## src/rtl/time_pkg.sv

```systemverilog
// Shared types, limits and the load-validation helper for the time-of-day keeper.
package time_pkg;

    typedef logic [3:0] bcd_t;

    // Two-digit BCD field: tens digit in d1, units digit in d0.
    typedef struct packed {
        bcd_t d1;
        bcd_t d0;
    } bcd2_t;

    localparam int unsigned SEC_MAX  = 59;
    localparam int unsigned MIN_MAX  = 59;
    localparam int unsigned HOUR_MAX = 23;

    // True when h1h0:m1m0 is a legal 24-hour BCD time.
    function automatic logic bcd_valid_time(bcd_t h1, bcd_t h0, bcd_t m1, bcd_t m0);
        return (h1 <= 4'd2) && (h0 <= 4'd9) && ((h1 < 4'd2) || (h0 <= 4'd3))
            && (m1 <= 4'd5) && (m0 <= 4'd9);
    endfunction

endpackage

```

## src/rtl/bcd_mod_counter.sv

```systemverilog
// Two-digit BCD modulo-(MAX+1) counter with load and clear.
// Priority: load > clr > inc. carry is combinational and flags a wrap on this inc.
module bcd_mod_counter
    import time_pkg::*;
#(
    parameter int unsigned MAX = 59
) (
    input  logic  clk,
    input  logic  reset,
    input  logic  inc,
    input  logic  clr,
    input  logic  load,
    input  bcd2_t load_val,
    output logic  carry,
    output bcd_t  dig1,
    output bcd_t  dig0
);

    localparam bcd_t MAX1 = bcd_t'(MAX / 10);
    localparam bcd_t MAX0 = bcd_t'(MAX % 10);

    bcd_t dig1_q, dig1_d;
    bcd_t dig0_q, dig0_d;
    logic at_max;

    assign at_max = (dig1_q == MAX1) && (dig0_q == MAX0);
    assign carry  = inc && at_max;
    assign dig1   = dig1_q;
    assign dig0   = dig0_q;

    // Next-value selection for the two digits.
    always_comb begin
        dig1_d = dig1_q;
        dig0_d = dig0_q;
        if (load) begin
            dig1_d = load_val.d1;
            dig0_d = load_val.d0;
        end else if (clr) begin
            dig1_d = 4'd0;
            dig0_d = 4'd0;
        end else if (inc) begin
            if (at_max) begin
                dig1_d = 4'd0;
                dig0_d = 4'd0;
            end else if (dig0_q == 4'd9) begin
                dig1_d = dig1_q + 4'd1;
                dig0_d = 4'd0;
            end else begin
                dig0_d = dig0_q + 4'd1;
            end
        end
    end

    // Digit registers.
    always_ff @(posedge clk or posedge reset) begin
        if (reset) begin
            dig1_q <= 4'd0;
            dig0_q <= 4'd0;
        end else begin
            dig1_q <= dig1_d;
            dig0_q <= dig0_d;
        end
    end

endmodule

```

## config.mk

```make
export PLATFORM = sky130hd
export DESIGN_NAME = bcd_mod_counter
export DESIGN_NICKNAME = d
export VERILOG_FILES = /design/src/rtl/time_pkg.sv /design/src/rtl/bcd_mod_counter.sv
export SDC_FILE = /design/constraint.sdc
export NUM_CORES = 1
export LEC_CHECK = 0
export CAP_MARGIN = 0
export CORE_AREA = 3 3 40 42
export CTS_BUF_LIST = sky130_fd_sc_hd__clkbuf_16
export CTS_CLUSTER_DIAMETER = 40
export DETAILED_ROUTE_END_ITERATION = 7
export DIE_AREA = 0 0 43 45
export PLACE_DENSITY = 0.79
export SLEW_MARGIN = 10
export SYNTH_ARGS = -nofsm -noshare
export SYNTH_HDL_FRONTEND = slang
export SYNTH_SLANG_ARGS = --single-unit
export TNS_END_PERCENT = 1
```

## constraint.sdc

```tcl
create_clock -name clk -period 4.2 [get_ports clk]
set_input_delay 0.63 -clock clk [delete_from_list [all_inputs] [get_ports clk]]
set_output_delay 0.63 -clock clk [all_outputs]
set_load 0.05 [all_outputs]
```

# Word level (Yosys, flattened, before mapping)
# Index checks and enable logic that the tools add are counted.
[classes] shifts=0 n_mux=10 multipliers=0 n_lt_le_gt_ge=0 n_reduce_logical=5 n_eq_ne=2 n_addsub=2 div_mod_pow=0 bitwise=0
[op_table] cell="4-bit two-way mux" n=10
[op_table] cell="4-bit by 1-bit adder with 4-bit output (second input constant)" n=2
[op_table] cell="4-bit by 3-bit equality test with 1-bit output (second input constant)" n=1
[op_table] cell="4-bit equality test (second input constant)" n=1
[op_table] cell="4-bit nonzero test" n=1
[op_table] cell="3-bit nonzero test" n=1
[op_table] cell="1-bit logical AND" n=2
[op_table] cell="2-bit AND reduction" n=1
[word_totals] mem_bits_rw=0 rom_bits=0 ff_bits=8 out_inout_bits=9 inputBits=13 latchBits=0 wordCells=21 memories=0

# Depth between registers and ports, before layout
[depth] depth_word=6 ltp_mapped=5 ltp_nobuf=5

# Least setup slack after synthesis
# OpenSTA, ideal clock, no wires.
[synth_timing] path_kind="flip-flop to output port" from="register dig0_q[0] (netlist: dig0[0])" to="output carry" required_time_ns=3.570 n_path_buf=0 arrival_ns=1.853 path_slack_ns=1.717 path_stages_with_launch=4 path_cell_list="dfrtp_1 > ha_1 > nand4b_4 > nor2_1"
[synth_between] elab_chain_cells=3
[synth_rtl] element="from (decl)" line="bcd_mod_counter.sv:23" text="bcd_t dig0_q, dig0_d;"
[synth_rtl] element="from (signal assigned)" line="bcd_mod_counter.sv:61" text="dig0_q <= dig0_d;"
[synth_rtl] element="4-bit equality test" line="bcd_mod_counter.sv:26" text="assign at_max = (dig1_q == MAX1) && (dig0_q == MAX0);"
[synth_rtl] element="1-bit logical AND" line="bcd_mod_counter.sv:26"
[synth_rtl] element="1-bit logical AND" line="bcd_mod_counter.sv:27" text="assign carry = inc && at_max;"
[synth_rtl] element="to (decl)" line="bcd_mod_counter.sv:14" text="output logic carry,"
# No other way between the ends.

# Worst setup path in the final report
[layout_timing] from="input inc" to="output carry"
[layout_between] elab_chain_cells=1
[layout_rtl] element="from (decl)" line="bcd_mod_counter.sv:10" text="input logic inc,"
[layout_rtl] element="1-bit logical AND" line="bcd_mod_counter.sv:27"
# No other way between the ends.

==> flow_metrics.env <==
export IMPL_outcome="complete, no violations"
export IMPL_drive_above_1_share_pct=7.229
export IMPL_fin_crit_sh_pct=72.50
export IMPL_drt_total_wl_um=1356
export IMPL_min_from="dig1[2]$_DFFE_PP0P_"
export IMPL_startpoint_type="input port"
export IMPL_detail_route_antenna_nets=0
export IMPL_place_port_buffers=21
export IMPL_cp_common_cell="clkdlybuf4s50_1"
export IMPL_hpwlAfterDp_um=972.4
export IMPL_synth_edff_count=0
export IMPL_via_count=511
export IMPL_grt_max_degree=13
export IMPL_cp_max_fo=10
export IMPL_antenna_cells=0
export IMPL_vdd_drop_max_v=0.0004266
export IMPL_p_leak_nw=0.3685
export IMPL_yosysMostFrequentCell="dfrtp_1"
export IMPL_final_hold_viol_count=0
export IMPL_worst_slew_pin_transition_ns=0.4959
export IMPL_p_switching_w=0.00008709
export IMPL_globalplace_congestion=0.8093
export IMPL_setup_viol=0
export IMPL_start_util_pct=44.89
export IMPL_clock_path_buffers=2
export IMPL_startpoint="inc"
export IMPL_synth_flop_cell="dfrtp_1"
export IMPL_total_power_w=0.0003273
export IMPL_rsz0062_at_grt="false"
export IMPL_vias_per_cell=5.214
export IMPL_p_seq_share_pct=28.7
export IMPL_setup_slack_ns=1.155
export IMPL_report_final_slew_viol_count=0
export IMPL_postCtsHoldBufs=0
export IMPL_crit_family="buffers and inverters"
export IMPL_power_internal_w=0.0002402
export IMPL_numCtsBuffers=3
export IMPL_ys_warn_count=0
export IMPL_avgSynthCellArea_um2=9.456
export IMPL_dr_pass1_iters=4
export IMPL_clkPwrFrac_pct=47.8
export IMPL_fin_skew_ns=0.0001750
export IMPL_synth_common_cells="dfrtp_1 (8), nand2_1 (7), a21oi_1 (6)"
export IMPL_yosysSeqAreaShare_pct=34.71
export IMPL_r2r_start="dig0[1]$_DFFE_PP0P_"
export IMPL_cap_violations=0
export IMPL_post_route_min_period_ns=3.045
export IMPL_cts_tree="done"
export IMPL_synth_top_area_share_pct=34.71
export IMPL_ys_top_cells_by_area="dfrtp_1 (35%), ha_1 (8.7%), a21oi_1 (5.2%)"
export IMPL_ios=22
export IMPL_clk_pin_slew_ns=0.04
export IMPL_dieArea_um2=1935
export IMPL_worst_ep_required_time_ns=3.57
export IMPL_syn_area_um2=576.8
export IMPL_ys_async_sr_fraction_pct=100.0
export IMPL_grt_pass1_vias=478
export IMPL_grt_util_all_layers_pct=15.94
export IMPL_endpoint_kind="output port"
export IMPL_cp_cell_sequence="clkdlybuf4s50_1 > nand4b_4 > nor2_1 > clkdlybuf4s50_1"
export IMPL_holdWs_ns=0.5949
export IMPL_grt_overflow_total=0
export IMPL_drc_errors=0
export IMPL_power_density_nw_per_um2=379.1
export IMPL_postCtsSetupBuffers=0
export IMPL_clk_latency_ns=0.23
export IMPL_fmax_ghz=0.3284
export IMPL_slew_headroom_pct=66.84
export IMPL_ys_seq_elements=8
export IMPL_die_height_um=45
export IMPL_synth_cells=61
export IMPL_grt_pass1_wl_um=2290
export IMPL_cts_max_level=1
export IMPL_rrSetupSlack_ns=2.78
export IMPL_cpPeakStageDelay_ns=0.80
export IMPL_std_cell_rows=13
export IMPL_fin_tns_setup_ns=0
export IMPL_ys_types=27
export IMPL_drt_iter0_markers=6
export IMPL_chipWidth_um=43
export IMPL_swShare_pct=26.61
export IMPL_pwr_share_comb_pct=23.4
export IMPL_cts_resized=0
export IMPL_critPathBufInv=2
export IMPL_clock_sinks=8
export IMPL_wl_per_cell_um=13.84
export IMPL_synth_top_area_cell="dfrtp_1"
export IMPL_synth_fp_nets=78
export IMPL_syn_to_final_growth_pct=49.67
export IMPL_coreArea_um2=1285
export IMPL_cp_arrival_ns=2.42
export IMPL_hold_class="reg -> reg"
export IMPL_crit_slowest_cell="clkdlybuf4s50_1"
export IMPL_final_nets=102
export IMPL_clock_root_buffer="clkbuf_16"
export IMPL_criticalPathCategory="in -> out"
export IMPL_antenna_found_initial=0
export IMPL_pre_cts_ws_ns=1.146
==> flip-flops by register name (all words and copies together), names as in the netlist <==
name,cells
dig0,4
dig1,4
==> power groups by stage <==
| stage | Clock (W) | Combinational (W) | Sequential, W |
|---|---|---|---|
| after floorplan | 0 | 0.0000265 | 0.000115 |
| after global placement | 0 | 0.0000760 | 0.0000945 |
| after detailed placement | 0 | 0.0000767 | 0.0000949 |
| after CTS | 0.000159 | 0.0000772 | 0.0000941 |
| after global routing | 0.000166 | 0.0000821 | 0.0000957 |
| final | 0.000157 | 0.0000766 | 0.0000940 |
==> cells by family (layout without fill, tap and decap cells) <==
| family | count (synthesis) | in the layout | share of synthesized area [%] |
|---|---|---|---|
| AO/OA/AOI/OAI | 22 | 22 | 25.17 |
| AND/OR/NAND/NOR | 20 | 20 | 24.29 |
| flip-flops | 8 | 8 | 34.71 |
| buffers and inverters | 6 | 28 | 5.638 |
| adder cells (fa/ha/maj) | 4 | 4 | 8.677 |
| XOR/XNOR | 1 | 1 | 1.519 |
==> per-layer routing <==
metal	track usage [%]	part of all wire [%]
met1	20.69	46
met2	24.85	47
met3	6.773	5.2
met4	3.614	1.3
met5	0	0
==> worst reg2reg max path, stage by stage, from the launching register on <==
cell and delay [ns]:
dfrtp_1 0.42, inv_1 0.08, ha_1 0.26, nand4b_4 0.17
xnor2_1 0.17, a22o_1 0.21
==> metrics by stage <==
step	util, %	cells	instance area (um2)
2_1_floorplan	-	61	576.8
3_3_place_gp	61.34	95	788.3
3_5_place_dp	61.34	95	788.3
4_1_cts	67.19	98	863.3
5_1_grt	67.19	98	863.3
6_report	67.19	98	863.3
==> area by class of cell <==
| class | count | area (um2) |
|---|---|---|
| Clock buffer | 3 | 75.07 |
| Fill cell | 106 | 421.7 |
| Inverter | 4 | 15.01 |
| Multi-Input combinational cell | 47 | 344.1 |
| Sequential cell | 8 | 200.2 |
| Tap cell | 15 | 18.77 |
| Timing Repair Buffer | 21 | 210.2 |
==> layout by cell type, fill, tap and decap left out, drive strengths merged <==
cell            n
nand2           7
xnor2           1
inv             4
clkdlybuf4s50  21
a22o            2
a21oi           6
o21ai           6
o211ai          1
clkbuf          3
o311ai          1
o21a            1
o31ai           1
a21boi          1
and2b           1
and3b           2
nand2b          2
nand3b          2
nor2            2
nand3           1
a32oi           2
ha              4
a2111o          1
nand4b          1
dfrtp           8
and4b           2
==> final timing paths <==
path / endpoint / cells after the start
worst max-delay path: carry / 4
worst min-delay path: dig1[2]$_DFFE_PP0P_ / 2
worst max register to register: dig1[0]$_DFFE_PP0P_ / 5
worst min register to register: dig1[2]$_DFFE_PP0P_ / 2
max in group asynchronous: dig1[2]$_DFFE_PP0P_ / 2
min in group asynchronous: dig1[1]$_DFFE_PP0P_ / 2
(Power assumes the default switching activity.)
